===== config.mk =====
export PLATFORM = sky130hd
export DESIGN_NAME = seg7_scan_controller
export DESIGN_NICKNAME = d
export VERILOG_FILES = /design/src/rtl/seg7_scan_controller.sv
export SDC_FILE = /design/constraint.sdc
export NUM_CORES = 1
export LEC_CHECK = 0
export CAP_MARGIN = 20
export CELL_PAD_IN_SITES_DETAIL_PLACEMENT = 1
export CELL_PAD_IN_SITES_GLOBAL_PLACEMENT = 1
export CORE_ASPECT_RATIO = 1.25
export CORE_MARGIN = 2
export CORE_UTILIZATION = 46
export DETAILED_ROUTE_END_ITERATION = 10
export PLACE_DENSITY = 0.88
export SYNTH_ARGS = -nofsm -noshare
export SYNTH_HDL_FRONTEND = slang
export SYNTH_SLANG_ARGS = --single-unit

===== constraint.sdc =====
create_clock -name clk -period 2.7 [get_ports clk]
set_input_delay 0.54 -clock clk [delete_from_list [all_inputs] [get_ports clk]]
set_output_delay 0.54 -clock clk [all_outputs]
set_load 0.02 [all_outputs]

===== src/rtl/seg7_scan_controller.sv =====
// -----------------------------------------------------------------------------
// seg7_scan_controller
//
// Time-multiplexed scan controller for an N-digit common-anode 7-segment
// display sharing one BCD-to-7-segment converter. Holds a shadow frame
// (written by load) and a display frame (what is being scanned). The shadow
// frame moves into the display frame only at a frame boundary, so a frame is
// never shown torn.
//
// Parameters:
//   N_DIGITS  number of digits (2..8), index 0 least significant
//   DIV       SHOW dwell per digit in clk cycles (>= 1)
//   GUARD     all-anodes-off cycles before each digit (0 = no guard)
//
// Ports:
//   clk          system clock, rising edge
//   rst_n        asynchronous active-low reset
//   enable       scanning enable; low forces the display dark
//   load         one-cycle strobe capturing digits_in/dp_in into the shadow
//   digits_in    BCD digits, digit k at [4k+3:4k]
//   dp_in        decimal point per digit, active-high
//   bcd_out      code to the converter; 4'hF renders blank
//   an           anode enables, active-low, one-hot-low or all ones
//   dp_out       decimal point of the displayed digit, active-high
//   frame_done   one-cycle pulse when a complete scan ends
//
// Build option:
//   SEG7_LZB_EN  when defined, leading zeros are blanked (digit 0 is never
//                blanked, and a set decimal point stops blanking at and below
//                its digit).
//
// State table:
//   IDLE  | display dark, waiting for enable
//   GUARD | anodes off ahead of the current digit (anti-ghosting)
//   SHOW  | current digit's anode driven for DIV cycles
// -----------------------------------------------------------------------------
module seg7_scan_controller #(
  parameter int N_DIGITS = 4,
  parameter int DIV      = 50000,
  parameter int GUARD    = 16
) (
  input  logic                    clk,
  input  logic                    rst_n,
  input  logic                    enable,
  input  logic                    load,
  input  logic [4*N_DIGITS-1:0]   digits_in,
  input  logic [N_DIGITS-1:0]     dp_in,
  output logic [3:0]              bcd_out,
  output logic [N_DIGITS-1:0]     an,
  output logic                    dp_out,
  output logic                    frame_done
);

  localparam int IW       = $clog2(N_DIGITS);
  localparam int CNT_MAX  = (DIV > GUARD) ? DIV : GUARD;
  localparam int CW       = $clog2(CNT_MAX + 1);
  localparam int GUARD_M1 = (GUARD > 0) ? GUARD - 1 : 0;

  localparam logic [CW-1:0] DIV_LD   = CW'(DIV - 1);
  localparam logic [CW-1:0] GUARD_LD = CW'(GUARD_M1);
  localparam logic [IW-1:0] LAST_IDX = IW'(N_DIGITS - 1);

  localparam logic [1:0] IDLE   = 2'd0;
  localparam logic [1:0] GUARDS = 2'd1;
  localparam logic [1:0] SHOW   = 2'd2;

  logic [1:0]                 state_q, state_d;
  logic [IW-1:0]              idx_q, idx_d;
  logic [CW-1:0]              cnt_q, cnt_d;
  logic [N_DIGITS-1:0][3:0]   shadow_q, shadow_d;
  logic [N_DIGITS-1:0]        shadow_dp_q, shadow_dp_d;
  logic                       pending_q, pending_d;
  logic [N_DIGITS-1:0][3:0]   disp_q, disp_d;
  logic [N_DIGITS-1:0]        disp_dp_q, disp_dp_d;

  logic [3:0]                 bcd_q, bcd_d;
  logic [N_DIGITS-1:0]        an_q, an_d;
  logic                       dp_q, dp_d;
  logic                       frame_done_q, frame_done_d;

  // commit: frame boundary where a pending shadow may move to the display
  logic                       commit;
  logic [N_DIGITS-1:0]        blank;
  logic [3:0]                 cur_digit;
  logic                       cur_dp;

  // ---------------------------------------------------------------------------
  // Scan sequencing
  // ---------------------------------------------------------------------------
  always_comb begin
    state_d      = state_q;
    idx_d        = idx_q;
    cnt_d        = cnt_q;
    commit       = 1'b0;
    frame_done_d = 1'b0;

    if (!enable) begin
      // enable outranks every other transition; a partial frame neither
      // commits nor signals frame_done
      state_d = IDLE;
      idx_d   = '0;
      cnt_d   = '0;
    end else begin
      case (state_q)
        IDLE: begin
          idx_d  = '0;
          // dark display: no tearing hazard, so a pending frame goes live now
          commit = 1'b1;
          if (GUARD > 0) begin
            state_d = GUARDS;
            cnt_d   = GUARD_LD;
          end else begin
            state_d = SHOW;
            cnt_d   = DIV_LD;
          end
        end

        GUARDS: begin
          if (cnt_q == '0) begin
            state_d = SHOW;
            cnt_d   = DIV_LD;
          end else begin
            cnt_d = cnt_q - 1'b1;
          end
        end

        SHOW: begin
          if (cnt_q == '0) begin
            if (idx_q == LAST_IDX) begin
              idx_d        = '0;
              commit       = 1'b1;
              frame_done_d = 1'b1;
            end else begin
              idx_d = idx_q + 1'b1;
            end
            if (GUARD > 0) begin
              state_d = GUARDS;
              cnt_d   = GUARD_LD;
            end else begin
              state_d = SHOW;
              cnt_d   = DIV_LD;
            end
          end else begin
            cnt_d = cnt_q - 1'b1;
          end
        end

        default: begin
          state_d = IDLE;
          idx_d   = '0;
          cnt_d   = '0;
        end
      endcase
    end
  end

  // ---------------------------------------------------------------------------
  // Shadow / display frames
  // ---------------------------------------------------------------------------
  // A load coinciding with a commit lands in the shadow after the old shadow
  // has been taken, so it stays pending for the following frame.
  always_comb begin
    shadow_d    = shadow_q;
    shadow_dp_d = shadow_dp_q;
    pending_d   = pending_q;
    disp_d      = disp_q;
    disp_dp_d   = disp_dp_q;

    if (commit && pending_q) begin
      disp_d    = shadow_q;
      disp_dp_d = shadow_dp_q;
      pending_d = 1'b0;
    end

    if (load) begin
      shadow_d    = digits_in;
      shadow_dp_d = dp_in;
      pending_d   = 1'b1;
    end
  end

  // ---------------------------------------------------------------------------
  // Leading-zero blanking
  // ---------------------------------------------------------------------------
`ifdef SEG7_LZB_EN
  // Walk from the most significant digit down; blanking continues only while
  // every digit so far is zero with no decimal point. Digit 0 always shows.
  always_comb begin
    logic zero_run;
    zero_run = 1'b1;
    blank    = '0;
    for (int k = N_DIGITS - 1; k >= 1; k--) begin
      zero_run = zero_run && (disp_d[k] == 4'h0) && !disp_dp_d[k];
      blank[k] = zero_run;
    end
  end
`else
  assign blank = '0;
`endif

  // ---------------------------------------------------------------------------
  // Output decode
  // ---------------------------------------------------------------------------
  // Decoded from next-state values so the registered outputs line up with the
  // state register.
  assign cur_digit = disp_d[idx_d];
  assign cur_dp    = disp_dp_d[idx_d];

  always_comb begin
    an_d  = '1;
    bcd_d = 4'hF;
    dp_d  = 1'b0;
    case (state_d)
      GUARDS: begin
        bcd_d = cur_digit;
      end
      SHOW: begin
        dp_d = cur_dp;
        if (blank[idx_d]) begin
          bcd_d = 4'hF;
        end else begin
          bcd_d        = cur_digit;
          an_d[idx_d]  = 1'b0;
        end
      end
      default: begin
        an_d  = '1;
        bcd_d = 4'hF;
        dp_d  = 1'b0;
      end
    endcase
  end

  // ---------------------------------------------------------------------------
  // Registers
  // ---------------------------------------------------------------------------
  always_ff @(posedge clk or negedge rst_n) begin
    if (!rst_n) begin
      state_q      <= IDLE;
      idx_q        <= '0;
      cnt_q        <= '0;
      shadow_q     <= {N_DIGITS{4'hF}};
      shadow_dp_q  <= '0;
      pending_q    <= 1'b0;
      disp_q       <= {N_DIGITS{4'hF}};
      disp_dp_q    <= '0;
      bcd_q        <= 4'hF;
      an_q         <= '1;
      dp_q         <= 1'b0;
      frame_done_q <= 1'b0;
    end else begin
      state_q      <= state_d;
      idx_q        <= idx_d;
      cnt_q        <= cnt_d;
      shadow_q     <= shadow_d;
      shadow_dp_q  <= shadow_dp_d;
      pending_q    <= pending_d;
      disp_q       <= disp_d;
      disp_dp_q    <= disp_dp_d;
      bcd_q        <= bcd_d;
      an_q         <= an_d;
      dp_q         <= dp_d;
      frame_done_q <= frame_done_d;
    end
  end

  assign bcd_out    = bcd_q;
  assign an         = an_q;
  assign dp_out     = dp_q;
  assign frame_done = frame_done_q;

endmodule


==> results of run 1 <==
## power breakdown
part	leakage [nW]	internal [mW]	switching, mW
sequential	0.821	1.49	0.199
combinational	0.752	0.683	0.770
clock	0.109	0.482	0.413
## repair_timing
item	4_1_cts	5_1_grt
setup buffers	0	2
resized for setup	0	2
setup endpoints to repair	0	5
## routing by layer
metal | vias to the layer above | wire, um | GRT usage, %
li1 | 961 | - | -
met1 | 1084 | 2710 | 23.6
met2 | 30 | 3880 | 34.8
met3 | 14 | 156 | 3.16
met4 | 0 | 168 | 9.18
met5 | - | 0 | 0
## metrics by stage
stage | setup slack [ns] | util, %
3_3_place_gp | 0.129 | 55.3
4_1_cts | 0.0829 | 58.4
5_1_grt | -0.00496 | 58.8
2_1_floorplan | 0.491 | -
3_5_place_dp | 0.0364 | 55.3
6_report | 0.165 | 58.8
## synthesized netlist by cell type (all sizes together) (2+ instances only)
cell type / n / share of area, %
nand4: 4 / 0.98
inv: 10 / 1.2
clkbuf: 4 / 0.47
nand2: 12 / 1.4
dfrtp: 31 / 24
a41oi: 2 / 0.78
a211oi: 2 / 0.63
nor4: 2 / 1.3
buf: 3 / 0.67
and3: 4 / 0.78
a22oi: 4 / 0.94
or2: 2 / 0.39
nor2: 21 / 2.5
xor2: 6 / 1.6
xnor2: 4 / 1.1
dfstp: 40 / 33
a21o: 2 / 0.47
ha: 8 / 3.1
mux2i: 10 / 3.1
o21ai: 8 / 1.4
nand3: 8 / 1.3
nor3: 4 / 0.78
a21oi: 7 / 1.1
mux2: 40 / 14
## critical path, stage by stage, from the launching register on
cell and delay [ns]:
dfrtp_1 0.45, nor4_4 0.51, nand4_2 0.28, a21o_1 0.24, nand2_1 0.09, a21oi_1 0.08
ha_1 0.32, nor2_1 0.32, a22oi_1 0.14
## how the worst min path moves through the flow
stage            startpoint            to  slack, ns  cells past startpoint
5_1_grt               rst_n      cnt_q[4]       0.12                      1
3_3_place_gp   disp_dp_q[1]  disp_dp_q[1]       0.47                      1
4_1_cts               rst_n      cnt_q[4]       0.11                      1
3_5_place_dp          rst_n      cnt_q[4]       0.49                      1
2_1_floorplan         rst_n      cnt_q[0]       0.24                      0
6_report              rst_n      cnt_q[4]       0.11                      1
## kinds of logic after synthesis
kind of cell,after synthesis,share of synthesized area (%)
flip-flops,71,57.2
AND/OR/NAND/NOR,63,11.1
multiplexers,50,17.2
AO/OA/AOI/OAI,28,6.19
buffers and inverters,17,2.31
XOR/XNOR,10,2.74
adder cells (fa/ha/maj),8,3.14
## registers in the layout, indices dropped and copies added, names as in the netlist
| signal | count |
|---|---|
| bcd_out | 4 |
| dp_out | 1 |
| shadow_dp_q | 4 |
| disp_dp_q | 4 |
| pending_q | 1 |
| an | 4 |
| cnt_q | 16 |
| state_q | 2 |
| disp_q | 16 |
| shadow_q | 16 |
| frame_done | 1 |
| idx_q | 2 |
## area by class of cell
class,count,area [sq um]
Tap cell,87,109
Clock inverter,5,55.1
Clock buffer,11,153
Timing Repair Buffer,43,425
Sequential cell,71,1830
Fill cell,690,2740
Inverter,10,37.5
Multi-Input combinational cell,159,1300
==> results by group, run 1 <==
GRT
  – First-pass GRT wire length: 11.6 mm
  – Overflow after GRT: 0
  – Largest net degree at the start of global routing: 34
  – Vias in the first global route: 2332
  – Antenna violations before repair: 0
  – Total GRT Usage: 19.9%

Status
  – Status: completed

Critical path
  – Crit path capture: bcd_out[2]
  – Reg-to-Reg End: bcd_out[2]
  – Critical-path maximum fanout: 7
  – Critical setup path kind: reg -> reg
  – Crit path launch type: register
  – Register-to-register setup slack: between 0.15 and 0.2 ns
  – CP Data Required Time: 2.95 ns
  – Crit path DAT: 2.79 ns
  – Worst R2R Path Depth: 8
  – Crit. End Element: register
  – RR Startpoint: cnt_q[9]
  – Worst setup path start: cnt_q[9]

Yosys
  – Top FF cell, synth: dfstp_2
  – Number of synthesized flops with an enable pin: 0
  – Warning count from the yosys run: 0
  – Synth Instances: 247
  – Post-synthesis net count: 279
  – Asr flop ratio synth: between 90% and 100%
  – Post-Synthesis Mean Instance Area: between 10 and 15 sq um
  – Synthesized area: 3190 sq um
  – Register bit total from synthesis: 71
  – Register area share after synthesis: 57.2%
  – Post-synth cell types: 42

STA
  – Relative slew slack: 68.4%
  – Crit share post-route: a little over nine tenths
  – Endpoints failing setup: 0
  – Final hold slack: between 0.1 and 0.15 ns
  – FMAX: 394 MHz
  – Worst-margin pin slew: 0.470 ns
  – Final min period: 2.54 ns
  – Fin. Hold Viols: 0
  – Clock Skews: about 0.011 ns
  – Setup TNS: 0 ns
  – Max-slew violation count: 0

Routing
  – Post-route ant nets: 0
  – DRC: 0
  – DRT Pass-1 Iters: 4
  – Vias per cell: 5.41
  – Via total after detailed routing: roughly 2100
  – Drt initial violations: 16
  – WL/cell: 17.9 um
  – Final WL: 6.92 mm

Cells and area
  – Commonest non-fill, non-tap cells in the layout: dfstp_2, mux2_2, clkdlybuf4s50_1, dfrtp_1, nor2_1
  – Proportion of layout cells with a drive suffix above 1: 38.5%
  – Ant. Diodes: 0
  – Fin nets: 326
  – Post-route insts no fill: 386
  – Area growth syn-to-layout: 22.5%
  – Commonest non-fill, non-tap cell in the layout: dfstp_2
  – Final Cell Area: 3910 sq um

Placement
  – RD Place Congestion: 0.799
  – Placed cell area: roughly 3700 sq um
  – Placed cells: 368
  – Hpwl dp: 5.05 mm
  – Port bufs: 33

Clock network
  – CTS tree: yes
  – Total CTS buffers: 9
  – Clock root buffer: clkbuf_8
  – Worst-Skew Late Latency: approximately 0.35 ns
  – Hold_buf cts: 0
  – Clock slew at reported path FFs: 0.08 ns
  – Clock Path Buffers: 2
  – Clock Sinks: 71
  – H-tree depth: 3

Floorplan
  – Core area: approximately 6600 sq um
  – Io pins: 34
  – Initial Utilization: 48.0%
  – Die height: 97.1 um
  – Die W: 78.5 um
  – Total Die Area: between 7000 and 8000 sq um
  – Rows: 33

Min path
  – Worst hold path type: in -> async

Power and ir drop
  – Design Power: approximately 4 mW
  – Power density over cell area: between 1000 and 1500 nW/um^2
  – Worst vdd ir: 0.000521 V
  – LEAKAGE: 1.68 nW

Run
  – Max Cap Viol: 0
No activity file was read; power rests on OpenSTA's default activity.
==> inputs of run 2 (changes only) <==
--- a/config.mk
+++ b/config.mk
@@ -9,7 +9,7 @@
 export CELL_PAD_IN_SITES_DETAIL_PLACEMENT = 1
 export CELL_PAD_IN_SITES_GLOBAL_PLACEMENT = 1
 export CORE_ASPECT_RATIO = 1.25
-export CORE_MARGIN = 2
+export CORE_MARGIN = 8
 export CORE_UTILIZATION = 46
 export DETAILED_ROUTE_END_ITERATION = 10
 export PLACE_DENSITY = 0.88
==> run 2 against run 1 <==
Net effect: highest routed layer unchanged; combinational power is essentially flat; critical endpoint is now bcd_out[3]; setup slack lost 0.012 ns; critical path type unchanged; via count is the same; largest power group unchanged; non-clock buffer count shrank 2; largest cell class unchanged; first-iteration DRC count grew to 3.6 times the previous value; clock skew grew 0.00060 ns; critical path depth grew 2; clock-buffer cell count is the same; final cell count grew 0.26%; flip-flop and latch count is the same; global-route usage shrank 4.0 points.
==> results by group, run 2 (same netlist as run 1, synthesis figures left out) <==
Status
  – Status: completed

Power and ir drop
  – Internal power: 2.63 mW
  – Worst vdd ir: 0.000511 V
  – Clock power share: 22.6%
  – Part of the power in combinational logic: between 30% and 40%
  – Power density over cell area: 1030 nW/um^2
  – NetSw: 1.40 mW
  – Reg power frac: 41.8%
  – Sw Share: 34.7%
  – LEAKAGE: 1.67 nW

Clock network
  – Total CTS buffers: 9
  – Clock slew at reported path FFs: 0.08 ns
  – Clock Sinks: 71
  – Clock root buffer: clkbuf_8
  – H-tree depth: 3
  – CTS tree: yes
  – Clock Path Buffers: 2
  – Worst-Skew Late Latency: 0.35 ns

Run
  – Max Cap Viol: 0

Cells and area
  – Area of the multi-input gates: 1310 sq um
  – Proportion of layout cells with a drive suffix above 1: between 30% and 40%
  – Area growth syn-to-layout: 22.5%
  – Fin util: 57.1%
  – Fin nets: roughly 320
  – Commonest non-fill, non-tap cell in the layout: dfstp_2
  – Reg area: between 1500 and 2000 sq um
  – Post-route insts no fill: between 300 and 400
  – Ant. Diodes: 0
  – # fillers: 701
  – Biggest regs: cnt_q: 16 flops, disp_q: 16 flops, shadow_q: 16 flops
  – Commonest non-fill, non-tap cells in the layout: dfstp_2, mux2_2, clkdlybuf4s50_1, dfrtp_1, nor2_1

STA
  – FMAX: 393 MHz
  – Crit share post-route: 94.3%
  – Max-slew violation count: 0
  – Worst-margin pin slew: 0.694 ns
  – Final min period: 2.55 ns
  – Relative slew slack: 53.7%
  – Fin. Hold Viols: 0
  – Clock Skews: 0.0114 ns
  – Endpoints failing setup: 0

Routing
  – WL/cell: 18.9 um
  – DRC: 0
  – Routed wl met3: 258 um
  – Drt initial violations: 58
  – Met2 WL post-DR: 3.98 mm
  – DR top layer: met4
  – Via total after detailed routing: approximately 2100
  – Final WL: ~7.3 mm
  – Post-route ant nets: 0
  – Vias per cell: between 5 and 6
  – Routed metal-1 wirelength: 2.96 mm
  – DRT Pass-1 Iters: 4

Placement
  – Hpwl dp: around 4.9 mm
  – Port bufs: 33
  – RD Place Congestion: 0.859
  – Placed cells: 371

Min path
  – Worst hold path type: in -> async

Critical path
  – Critical-path maximum fanout: 6
  – Crit path DAT: between 2 and 3 ns
  – CP Data Required Time: 2.96 ns
  – Critical setup path kind: reg -> reg
  – Register-to-register setup slack: ~0.15 ns
  – Worst R2R Path Depth: 10
  – Crit path launch type: register
  – Crit. End Element: register

Floorplan
  – Initial Utilization: 46.6%
  – Core area: ~6800 sq um
  – Rows: 34
  – Die W: 90.5 um
  – Io pins: 34
  – Die height: 109 um
  – Total Die Area: 9880 sq um

GRT
  – Antenna violations before repair: 0
  – Vias in the first global route: roughly 2400
  – Total GRT Usage: 15.9%
  – First-pass GRT wire length: 12.2 mm
  – Largest net degree at the start of global routing: 42
  – Overflow after GRT: 0
run 2: power by group through the flow:
stage | combinational (mW) | sequential [mW] | clock (mW)
final | 1.44 | 1.69 | 0.910
after global routing | 1.58 | 1.72 | 0.979
after CTS | 1.43 | 1.68 | 0.936
after detailed placement | 1.38 | 1.69 | 0
after global placement | 1.32 | 1.67 | 0
after floorplan | 0.973 | 1.67 | 0
run 2: metrics by stage:
step	power [mW]	hold WS (ns)	setup slack (ns)	TNS (ns)	area [sq um]
3_5_place_dp	3.07	0.478	0.0443	0	3680
2_1_floorplan	2.64	0.244	0.491	0	3190
3_3_place_gp	2.99	0.473	0.181	0	3680
5_1_grt	4.28	0.265	-0.0389	-0.0939	3910
6_report	4.03	0.226	0.153	0	3910
4_1_cts	4.05	0.239	0.0456	0	3890
run 2: cell type report:
| class | count | share of cell area (%) |
|---|---|---|
| Sequential cell | 71 | 46.7 |
| Clock buffer | 11 | 3.91 |
| Clock inverter | 5 | 1.57 |
| Tap cell | 90 | 2.88 |
| Inverter | 10 | 0.960 |
| Timing Repair Buffer | 41 | 10.5 |
| Multi-Input combinational cell | 159 | 33.5 |
run 2: what timing repair did:
item                       in CTS  in global routing
hold buffers                    0                  0
gates resized for setup         0                  3
setup buffers                   0                  0
setup endpoints to repair       0                  5
run 2: final timing paths:
path	end	startpoint
worst max-delay path	bcd_out[3]	cnt_q[0]
min in group clk	disp_dp_q[3]	disp_dp_q[3]
worst min-delay path	cnt_q[11]	rst_n
worst min register to register	disp_dp_q[3]	disp_dp_q[3]
worst max register to register	bcd_out[3]	cnt_q[0]
max in group asynchronous	shadow_q[3]	rst_n
run 2: layer usage:
metal / track usage [%] / up-vias
met3: 4.89 / 11
met2: 29.1 / 37
met5: 0 / -
met1: 17.0 / 1082
met4: 5.48 / 0
li1: - / 959
run 2: worst max-delay path: stages, from the launching register on:
cell	delay (ns)
dfrtp_1	0.40
inv_1	0.11
ha_1	0.17
nor4b_4	0.32
nand4_2	0.26
a21o_1	0.24
nand2_1	0.09
a21oi_1	0.07
ha_1	0.34
nor2_1	0.31
a22oi_1	0.15
==> inputs of run 3 (changes only) <==
--- a/config.mk
+++ b/config.mk
@@ -11,8 +11,10 @@
 export CORE_ASPECT_RATIO = 1.25
 export CORE_MARGIN = 8
 export CORE_UTILIZATION = 46
+export CTS_BUF_LIST = sky130_fd_sc_hd__clkbuf_16
 export DETAILED_ROUTE_END_ITERATION = 10
 export PLACE_DENSITY = 0.88
 export SYNTH_ARGS = -nofsm -noshare
 export SYNTH_HDL_FRONTEND = slang
 export SYNTH_SLANG_ARGS = --single-unit
+export TNS_END_PERCENT = 30
==> run 3 against run 2 <==
Net effect: clock power up 36%; combinational power about the same; utilization up 1.5 points; clock-buffer cell count down 1; power up 9.5%; critical path type unchanged; critical endpoint is now dp_out; highest routed layer unchanged.
==> results by group, run 3 (same netlist as run 1, synthesis figures left out) <==
Min path
  – Worst hold path type: in -> async

STA
  – FMAX: 396 MHz
  – Final min period: 2.52 ns
  – Endpoints failing setup: 0
  – Clock Skews: 0.00768 ns
  – Max-slew violation count: 0
  – Worst-margin pin slew: 0.693 ns
  – Relative slew slack: 53.8%
  – Final hold slack: 0.255 ns
  – Fin. Hold Viols: 0
  – Crit share post-route: 93.4%

GRT
  – Vias in the first global route: 2457
  – First-pass GRT wire length: 13.4 mm
  – Total GRT Usage: 17.4%
  – Overflow after GRT: 0
  – Antenna violations before repair: 0
  – Largest net degree at the start of global routing: 42

Floorplan
  – Core area: around 7000 sq um
  – Die W: 90.5 um
  – Total Die Area: slightly below 10000 sq um
  – Die height: approximately 110 um
  – Initial Utilization: a little under half
  – Rows: 34
  – Io pins: 34

Clock network
  – Clock slew at reported path FFs: 0.06 ns
  – CTS tree: yes
  – Total CTS buffers: 9
  – Clock Sinks: 71
  – Hold_buf cts: 0
  – Clock Path Buffers: 2
  – Clock root buffer: clkbuf_16
  – Post CTS Setup Buffer Count: 0
  – Post_cts resized: 0
  – Worst-Skew Late Latency: ~0.33 ns
  – H-tree depth: 3

Power and ir drop
  – Design Power: between 4 and 5 mW
  – NetSw: 1.49 mW
  – Clock power share: 28.2%
  – Part of the power in combinational logic: 33.4%
  – LEAKAGE: 1.71 nW
  – Sw Share: 33.7%
  – Power density over cell area: 1100 nW/um^2
  – Worst vdd ir: roughly 0.00053 V
  – Internal power: 2.93 mW
  – Reg power frac: roughly two fifths

Cells and area
  – Area of the multi-input gates: 1310 sq um
  – # fillers: roughly 690
  – Reg area: 1830 sq um
  – Biggest regs: cnt_q: 16 flops, disp_q: 16 flops, shadow_q: 16 flops
  – Ant. Diodes: 0
  – Commonest non-fill, non-tap cell in the layout: dfstp_2
  – Commonest non-fill, non-tap cells in the layout: dfstp_2, mux2_2, clkdlybuf4s50_1, dfrtp_1, nor2_1
  – Area growth syn-to-layout: 25.7%
  – Proportion of layout cells with a drive suffix above 1: about two fifths
  – Fin nets: 324

Critical path
  – Crit path launch type: register
  – Crit path DAT: 2.74 ns
  – CP Data Required Time: 2.92 ns
  – Critical setup path kind: reg -> reg
  – Crit. End Element: register
  – Critical-path maximum fanout: 5

Run
  – Max Cap Viol: 0

Routing
  – Post-route ant nets: 0
  – DRT Pass-1 Iters: 4
  – DRC: 0
  – Final WL: about 7.9 mm
  – WL/cell: 20.5 um
  – Drt initial violations: 59
  – Vias per cell: 5.48
  – Via total after detailed routing: approximately 2100

Placement
  – Hpwl dp: 4.94 mm
  – RD Place Congestion: 0.859
  – Port bufs: 33

Status
  – Status: completed
-- run 3: final timing paths --
check,from,to,slack (ns),cells after the start
worst max-delay path,cnt_q[0],dp_out,0.18,9
worst max register to register,cnt_q[0],dp_out,0.18,9
max in group asynchronous,rst_n,shadow_q[7],1.71,2
worst min-delay path,rst_n,cnt_q[11],0.25,1
min in group clk,disp_dp_q[1],disp_dp_q[1],0.51,1
worst min register to register,disp_dp_q[1],disp_dp_q[1],0.51,1
-- run 3: per-layer routing --
layer  part of all wire, %  wire length, um  track usage, %  vias up
li1                      -                -               -      958
met1                    39             3110            18.9     1109
met2                    55             4360            32.0       40
met3                   3.3              263            4.20       13
met4                   2.3              186            7.15        0
met5                     0                0               0        -
-- run 3: worst max-delay path, stage by stage, from the launching register on --
cell and delay (ns):
dfrtp_1 0.40, inv_1 0.12, ha_1 0.18, nor4b_4 0.34
and4_2 0.38, a211oi_2 0.10, or2_1 0.23, inv_1 0.20
nor3_1 0.10, a2111oi_2 0.35
-- run 3: area by class of cell --
class,instances,area share (%)
Multi-Input combinational cell,159,32.6
Inverter,10,0.935
Clock inverter,6,1.62
Clock buffer,10,6.24
Tap cell,90,2.81
Sequential cell,71,45.5
Timing Repair Buffer,41,10.2
-- run 3: per-stage QoR --
| step | utilization (%) | worst slack, ns | instance area, sq um | std cells | setup TNS (ns) |
|---|---|---|---|---|---|
| finish | 58.6 | 0.178 | 4010 | 387 | 0 |
| global route | 58.6 | -0.0174 | 4010 | 387 | -0.0174 |
| detailed placement | 53.7 | 0.0443 | 3680 | 371 | 0 |
| floorplan | - | 0.491 | 3190 | 247 | 0 |
| CTS | 58.3 | 0.109 | 3990 | 387 | 0 |
| global placement | 53.7 | 0.181 | 3680 | 371 | 0 |
-- run 3: power by group through the flow --
stage               clock (mW)  sequential (mW)  combinational (mW)
finish                    1.24             1.70                1.47
floorplan                    0             1.67               0.973
detailed placement           0             1.69                1.38
global placement             0             1.67                1.32
global route              1.31             1.73                1.61
CTS                       1.27             1.69                1.44
